--- src/rtl/whack_btn_conditioner_pkg.sv ---
// Shared types and helpers for the whack-a-mole button conditioner.
// The package is named whack_pkg; it holds default sizes, vector types and popcount.
package whack_pkg;

  localparam int N_BTN_DEF     = 4;
  localparam int DB_CYCLES_DEF = 4;
  localparam int POP_W         = $clog2(N_BTN_DEF + 1);

  typedef logic [N_BTN_DEF-1:0] btn_vec_t;
  typedef logic [POP_W-1:0]     pop_t;

  function automatic pop_t popcount(input btn_vec_t v);
    pop_t c;
    c = '0;
    for (int i = 0; i < N_BTN_DEF; i++) begin
      c = c + pop_t'(v[i]);
    end
    return c;
  endfunction

endpackage

--- src/rtl/whack_btn_debounce.sv ---
// One button: two-flop synchroniser, run-length debounce counter, debounced
// state and its one-cycle-delayed copy, plus the combinational press edge.
module whack_btn_debounce #(
  parameter int DB_CYCLES = 4,
  parameter int DB_W      = 8
) (
  input  logic clk,
  input  logic rst_n,
  input  logic raw,
  output logic st,
  output logic st_prev,
  output logic pe
);

  logic            meta_q, sync_q;
  logic [DB_W-1:0] cnt_q, cnt_d;
  logic            st_q, st_d;
  logic            prev_q;

  // The counter only ever runs while sync disagrees with st, and clears on toggle.
  always_comb begin
    cnt_d = '0;
    st_d  = st_q;
    if (sync_q != st_q) begin
      if (cnt_q == DB_W'(DB_CYCLES - 1)) begin
        st_d  = ~st_q;
        cnt_d = '0;
      end else begin
        cnt_d = cnt_q + 1'b1;
      end
    end
  end

  always_ff @(posedge clk) begin
    if (!rst_n) begin
      meta_q <= 1'b0;
      sync_q <= 1'b0;
      cnt_q  <= '0;
      st_q   <= 1'b0;
      prev_q <= 1'b0;
    end else begin
      meta_q <= raw;
      sync_q <= meta_q;
      cnt_q  <= cnt_d;
      st_q   <= st_d;
      prev_q <= st_q;
    end
  end

  assign st      = st_q;
  assign st_prev = prev_q;
  assign pe      = st_q & ~prev_q;

endmodule

--- src/rtl/whack_btn_conditioner.sv ---
// Debounces N_BTN raw buttons and emits one-cycle hit pulses on press edges.
// Define CHEAT_DETECT_EN to reject simultaneous presses and mashing (cheat pulse).
module whack_btn_conditioner
  import whack_pkg::*;
#(
  parameter int N_BTN     = N_BTN_DEF,
  parameter int DB_CYCLES = DB_CYCLES_DEF,
  parameter int DB_W      = 8
) (
  input  logic             clk,
  input  logic             rst_n,
  input  logic [N_BTN-1:0] btn_raw,
  output logic [N_BTN-1:0] hit,
  output logic [N_BTN-1:0] held,
  output logic             cheat
);

  logic [N_BTN-1:0] st, st_prev, pe;

  generate
    for (genvar gi = 0; gi < N_BTN; gi++) begin : g_btn
      whack_btn_debounce #(
        .DB_CYCLES(DB_CYCLES),
        .DB_W     (DB_W)
      ) u_db (
        .clk    (clk),
        .rst_n  (rst_n),
        .raw    (btn_raw[gi]),
        .st     (st[gi]),
        .st_prev(st_prev[gi]),
        .pe     (pe[gi])
      );
    end
  endgenerate

  logic [N_BTN-1:0] hit_q, hit_d;
  logic             cheat_q, cheat_d;

`ifdef CHEAT_DETECT_EN
  pop_t n_press;

  // A press is legitimate only when it is the sole press and nothing else was held.
  always_comb begin
    hit_d   = '0;
    cheat_d = 1'b0;
    n_press = popcount(btn_vec_t'(pe));
    if (n_press >= pop_t'(2) || (n_press == pop_t'(1) && |(st_prev & ~pe))) begin
      cheat_d = 1'b1;
    end else if (n_press == pop_t'(1)) begin
      hit_d = pe;
    end
  end
`else
  logic unused_st_prev;
  assign unused_st_prev = ^st_prev;

  always_comb begin
    hit_d   = pe;
    cheat_d = 1'b0;
  end
`endif

  always_ff @(posedge clk) begin
    if (!rst_n) begin
      hit_q   <= '0;
      cheat_q <= 1'b0;
    end else begin
      hit_q   <= hit_d;
      cheat_q <= cheat_d;
    end
  end

  assign hit   = hit_q;
  assign cheat = cheat_q;
  assign held  = st;

endmodule

--- config.mk ---
export PLATFORM = sky130hd
export DESIGN_NAME = whack_btn_conditioner
export DESIGN_NICKNAME = d
export VERILOG_FILES = /design/src/rtl/whack_btn_conditioner_pkg.sv /design/src/rtl/whack_btn_debounce.sv /design/src/rtl/whack_btn_conditioner.sv
export SDC_FILE = /design/constraint.sdc
export NUM_CORES = 1
export LEC_CHECK = 0
export ABC_CLOCK_PERIOD_IN_PS = 3400
export CAP_MARGIN = 10
export CORE_MARGIN = 2
export CORE_UTILIZATION = 35
export CTS_BUF_LIST = sky130_fd_sc_hd__clkbuf_4 sky130_fd_sc_hd__clkbuf_8
export DETAILED_ROUTE_END_ITERATION = 10
export PLACE_DENSITY_LB_ADDON = 0.3
export SLEW_MARGIN = 20
export SYNTH_ARGS = -nofsm -noshare
export SYNTH_HDL_FRONTEND = slang
export SYNTH_SLANG_ARGS = --single-unit
export TNS_END_PERCENT = 100
--- constraint.sdc ---
create_clock -name clk -period 3.4 [get_ports clk]
set_input_delay 0.68 -clock clk [delete_from_list [all_inputs] [get_ports clk]]
set_output_delay 0.68 -clock clk [all_outputs]
set_load 0.05 [all_outputs]
==> impl_metrics.py, run 1 <==
metrics = {
    "worst_setup_path": {
        "cp.required_ns": 2.72,
        "worstReg2RegStart": "g_btn[3].u_db.cnt_q[0]",
        "crit_arrival_ns": 1.54,
        "reg2regPathDepth": 4,
        "rr_endpoint": "g_btn[3].u_db.cnt_q[2]",
        "cp-end-kind": "primary output",
        "slowest_delay_ns": 0.83,
        "worstPathBufferInverterCount": 1,
        "regToRegSetupSlack_ns": 1.54,
        "crit_path_start_kind": "flop",
        "crit_type": "reg -> out",
        "crit_family": "buffers and inverters",
        "cp_slowest_cell": "clkdlybuf4s50_1",
        "path_cells": "clkdlybuf4s50_1",
        "critPathMaxFanout": 4,
    },
    "floorplanning": {
        "ios": 15,
        "initial_core_util": 0.366,
        "fp.dieW_um": 80.1,
        "die_area_um2": 6420,
        "die_h_um": 80.1,
        "coreArea_um2": 5540,
        "num_rows": 27,
    },
    "clock_network": {
        "worstSkewPairLatency_ns": 0.31,
        "cts.sinks": 52,
        "cts_tree": "done",
        "max-clock-path-buffers": 2,
        "path_clk_slew_ns": 0.10,
        "cts-root-buf": "clkbuf_8",
        "cts.repair.resized": 0,
        "ctsHoldBuffers": 0,
        "post_cts_buffers": 0,
        "cts_buffers": 5,
        "htreeDepth": 2,
    },
    "global_routing": {
        "grt_pass1_wl_um": 5580,
        "grt_pass1_vias": 1280,
        "antenna_found_initial": 0,
        "grt_usage": 0.110,
        "overflow": 0,
        "grt_max_degree": 20,
    },
    "worst_hold_path": {
        "min-delay-path-class": "reg -> reg",
        "whs_path_depth": 1,
        "hp-start": "g_btn[1].u_db.st_prev",
        "holdPathEnd": "hit[1]",
    },
    "finish": {
        "synthToLayoutAreaGrowth_pct": 14.3,
        "fin_area_um2": 2320,
        "finalNetCount": 240,
        "layout_commonest_cell": "dfxtp_1",
        "final_cell_mix": "dfxtp_1 (52), nor2_1 (20), or3_1 (17)",
        "fillCellCount": 567,
        "diodes": 0,
        "drive_above_1_share": 0.0570,
    },
    "synthesis": {
        "syn_avg_cell_area_um2": 9.47,
        "synth_cell_types": 27,
        "synthCells": 214,
        "synth_edf_count": 0,
        "syn_area_um2": 2030,
        "ys_seq_area_frac": 0.514,
        "yosysWarnings": 0,
        "synthFlopType": "dfxtp_1",
        "async_flop_share": 0,
        "synth_nets": 227,
        "ys_ff_latch": 52,
    },
    "sta": {
        "setup_violations": 0,
        "worst_slew_pin_slew_ns": 0.612,
        "whs_ns": 0.383,
        "tns_ns": 0,
        "drv_slew": 0,
        "finClkSkew_ns": 0.0138,
        "finalCritPeriodShare": 0.654,
        "slew_headroom": 0.591,
        "hold_violations": 0,
        "grt_setup_unrepaired": "false",
        "fmax_mhz": 450,
        "post-route-min-period_ns": 2.22,
    },
    "routing": {
        "avgRoutedWirePerCell_um": 10.4,
        "viasPerCell": 4.71,
        "ant_nets": 0,
        "wirelength_um": 3130,
        "drt-initial-drc-count": 31,
        "drtPass1Iterations": 4,
        "detail_route.drc_violations": 0,
        "vias": 1413,
    },
    "power_and_ir_drop": {
        "ir_drop_mv": 0.218,
        "p_leak_nw": 0.819,
        "power_density_nw_per_um2": 461,
    },
    "flow_run": {
        "maxCapViolations": 0,
    },
    "placed_design": {
        "port_buffers": 13,
        "gp_congestion": 0.730,
        "place_hpwl_um": 2200,
        "place_area_um2": 2200,
    },
    "run_status": {
        "outcome": "complete, no violations",
    },
}
==> layout make-up <==
class / instances / area (µm²) / area share
Sequential cell: 52 / 1040 / 0.449
Multi-Input combinational cell: 147 / 911 / 0.393
Tap cell: 72 / 90.1 / 0.0389
Clock buffer: 6 / 76.3 / 0.0329
Timing Repair Buffer: 13 / 130 / 0.0562
Clock inverter: 2 / 38.8 / 0.0167
Inverter: 8 / 30.0 / 0.0130
==> cells in the mapped netlist (all sizes together), types with 2 or more instances <==
| library cell | count | area (µm²) |
|---|---|---|
| or4b | 3 | 37.5 |
| nor2 | 20 | 75.1 |
| nand3 | 14 | 70.1 |
| buf | 5 | 37.5 |
| nand2 | 11 | 41.3 |
| a21oi | 16 | 80.1 |
| o21ai | 14 | 70.1 |
| xor2 | 11 | 96.3 |
| nor2b | 4 | 25.0 |
| xnor2 | 5 | 43.8 |
| inv | 8 | 30.0 |
| clkbuf | 2 | 7.51 |
| or3 | 17 | 106 |
| nand4 | 3 | 18.8 |
| and2 | 12 | 75.1 |
| o211ai | 3 | 32.5 |
| ha | 7 | 87.6 |
| dfxtp | 52 | 1040 |
==> flip-flops by register name, indices dropped and copies added (netlist names) <==
signal              cells
g_btn.u_db.cnt_q       32
g_btn.u_db.sync_q       4
g_btn.u_db.meta_q       4
g_btn.u_db.st           4
hit                     4
g_btn.u_db.st_prev      4
==> stage by stage <==
stage	utilization	power, mW	cells	setup slack (ns)
finish	0.418	1.07	300	1.18
global route	0.418	1.11	300	1.11
CTS	0.418	1.09	300	1.14
detailed placement	0.397	0.655	292	1.00
global placement	0.397	0.654	292	1.07
floorplan	-	0.647	214	1.82
==> where the power goes <==
group / internal, mW / switching (mW) / total (mW)
clock network: 0.230 / 0.197 / 0.428
registers: 0.614 / 0.00312 / 0.617
logic: 0.0101 / 0.0125 / 0.0226
==> per-layer routing <==
metal,share of wire,vias up,global-route usage
met4,0.017,0,0.0508
li1,-,752,-
met5,0,-,0
met3,0.033,8,0.0326
met1,0.51,638,0.145
met2,0.43,15,0.164
==> cells by family after synthesis <==
| family | count (synthesis) | share of synthesized area |
|---|---|---|
| AOI/OAI and AO/OA | 36 | 0.103 |
| xor gates and xnor gates | 16 | 0.0691 |
| adders and majority gates | 7 | 0.0432 |
| buffers and inverters | 15 | 0.0370 |
| DFF | 52 | 0.514 |
| other | 1 | 0.00185 |
| and+or+nand+nor | 87 | 0.232 |
==> worst max-delay path by stage <==
stage                                start                endpoint  slack (ns)  depth (start not counted)
floorplan           g_btn[3].u_db.cnt_q[0]  g_btn[3].u_db.cnt_q[2]        1.82                          4
global placement                     rst_n  g_btn[2].u_db.cnt_q[6]        1.07                          4
detailed placement                   rst_n  g_btn[2].u_db.cnt_q[7]        1.00                          4
CTS                       g_btn[0].u_db.st                 held[0]        1.14                          1
global route              g_btn[1].u_db.st                 held[1]        1.11                          1
finish                    g_btn[0].u_db.st                 held[0]        1.18                          1
Power figures use the tool's default switching activity.
==> inputs of run 2 (changes only) <==
--- a/config.mk
+++ b/config.mk
@@ -5,7 +5,7 @@
 export SDC_FILE = /design/constraint.sdc
 export NUM_CORES = 1
 export LEC_CHECK = 0
-export ABC_CLOCK_PERIOD_IN_PS = 3400
+export ABC_CLOCK_PERIOD_IN_PS = 2350
 export CAP_MARGIN = 10
 export CORE_MARGIN = 2
 export CORE_UTILIZATION = 35
==> constraint.sdc (replaced) <==
create_clock -name clk -period 2.35 [get_ports clk]
set_input_delay 0.47 -clock clk [delete_from_list [all_inputs] [get_ports clk]]
set_output_delay 0.47 -clock clk [all_outputs]
set_load 0.05 [all_outputs]
==> run 2 against run 1 <==
Against the previous run: sequential share of layout area down 0.073 points; sequential cell count unchanged; cell count up 0.33%; hold slack better by 0.0033 ns; sequential power up 45%; wire length down 3.4%; global-route usage down 0.23 points; largest cell class unchanged.
==> impl_metrics.py, run 2 (synthesis results as in run 1) <==
metrics = {
    "run_status": {
        "outcome": "complete, no violations",
    },
    "finish": {
        "finalNetCount": 241,
        "synthToLayoutAreaGrowth_pct": 14.5,
        "fin_area_um2": 2320,
        "drive_above_1_share": 0.0611,
        "largest_reg_flops": 32,
        "largest-register": "g_btn.u_db.cnt_q",
        "layout_commonest_cell": "dfxtp_1",
        "diodes": 0,
        "final_cell_mix": "dfxtp_1 (52), nor2_1 (20), or3_1 (17)",
    },
    "routing": {
        "detail_route.drc_violations": 0,
        "viasPerCell": 4.61,
        "drtPass1Iterations": 4,
        "ant_nets": 0,
        "wirelength_um": 3030,
        "vias": 1387,
        "avgRoutedWirePerCell_um": 10.1,
        "drt-initial-drc-count": 57,
    },
    "clock_network": {
        "post_cts_buffers": 0,
        "cts_buffers": 5,
        "max-clock-path-buffers": 2,
        "ctsHoldBuffers": 0,
        "cts-root-buf": "clkbuf_8",
        "htreeDepth": 2,
        "path_clk_slew_ns": 0.09,
        "worstSkewPairLatency_ns": 0.30,
        "cts_tree": "done",
        "cts.sinks": 52,
        "cts.repair.resized": 0,
    },
    "worst_setup_path": {
        "crit_family": "buffers and inverters",
        "path_cells": "clkdlybuf4s50_1",
        "worstPathBufferInverterCount": 1,
        "rr_endpoint": "g_btn[3].u_db.cnt_q[2]",
        "crit_path_start_kind": "flop",
        "worstReg2RegStart": "g_btn[3].u_db.cnt_q[0]",
        "cp-end-kind": "primary output",
        "regToRegSetupSlack_ns": 0.53,
        "slowest_delay_ns": 0.83,
        "reg2regPathDepth": 4,
        "critPathMaxFanout": 4,
        "crit_arrival_ns": 1.54,
        "cp_slowest_cell": "clkdlybuf4s50_1",
        "crit_type": "reg -> out",
        "cp.depth": 1,
        "cp.required_ns": 1.88,
    },
    "placed_design": {
        "port_buffers": 13,
        "place_area_um2": 2210,
        "place_hpwl_um": 2200,
        "gp_congestion": 0.783,
    },
    "sta": {
        "finClkSkew_ns": 0.00727,
        "grt_setup_unrepaired": "false",
        "tns_ns": 0,
        "setup_violations": 0,
        "post-route-min-period_ns": 2.01,
        "hold_violations": 0,
        "worst_slew_pin_slew_ns": 0.527,
        "drv_slew": 0,
        "fmax_mhz": 498,
        "slew_headroom": 0.647,
        "finalCritPeriodShare": 0.854,
    },
    "global_routing": {
        "grt_max_degree": 16,
        "overflow": 0,
        "antenna_found_initial": 0,
        "grt_pass1_vias": 1281,
        "grt_usage": 0.108,
        "grt_pass1_wl_um": 5440,
    },
    "power_and_ir_drop": {
        "ir_drop_mv": 0.373,
        "p_leak_nw": 0.824,
        "p_total_mw": 1.53,
        "power_density_nw_per_um2": 660,
    },
    "worst_hold_path": {
        "holdPathEnd": "hit[0]",
        "min-delay-path-class": "reg -> reg",
        "hp-start": "g_btn[0].u_db.st_prev",
        "whs_path_depth": 1,
    },
    "floorplanning": {
        "die_area_um2": 6420,
        "die_h_um": 80.1,
        "coreArea_um2": 5540,
        "fp.dieW_um": 80.1,
        "initial_core_util": 0.366,
        "num_rows": 27,
        "ios": 15,
    },
    "flow_run": {
        "maxCapViolations": 0,
    },
}
-- run 2: layout make-up --
class	count	area, µm²
repair buffers	14	138
inverters	8	30.0
clock inverters	2	35.0
well taps	72	90.1
flip-flops and latches	52	1040
multi-input cells	147	911
clock buffers	6	76.3
fillers	556	3220
-- run 2: where the power goes --
part	switching (mW)	total [mW]	internal, mW
registers	0.00461	0.893	0.889
clock network	0.277	0.605	0.328
logic	0.0182	0.0338	0.0156
total	0.300	1.53	1.23
-- run 2: stage by stage --
step	utilization	cells	hold WS, ns	setup WS, ns
after detailed placement	0.399	293	0.372	0.536
after global placement	0.399	293	0.372	0.591
after global routing	0.419	301	0.389	0.270
final	0.419	301	0.386	0.342
after CTS	0.419	301	0.385	0.303
after floorplan	-	214	0.367	0.771
-- run 2: worst max path at each step --
stage / start / to
finish: g_btn[1].u_db.st / held[1]
global route: g_btn[0].u_db.st / held[0]
CTS: g_btn[0].u_db.st / held[0]
detailed placement: g_btn[3].u_db.cnt_q[0] / g_btn[3].u_db.cnt_q[5]
global placement: rst_n / g_btn[2].u_db.cnt_q[5]
floorplan: g_btn[3].u_db.cnt_q[0] / g_btn[3].u_db.cnt_q[2]
-- run 2: per-layer routing --
| layer | global-route usage | share of wire | up-vias |
|---|---|---|---|
| met1 | 0.141 | 0.50 | 611 |
| met5 | 0 | 0 | - |
| met4 | 0.0305 | 0.0096 | 0 |
| met3 | 0.0472 | 0.044 | 6 |
| met2 | 0.161 | 0.45 | 16 |
| li1 | - | - | 754 |
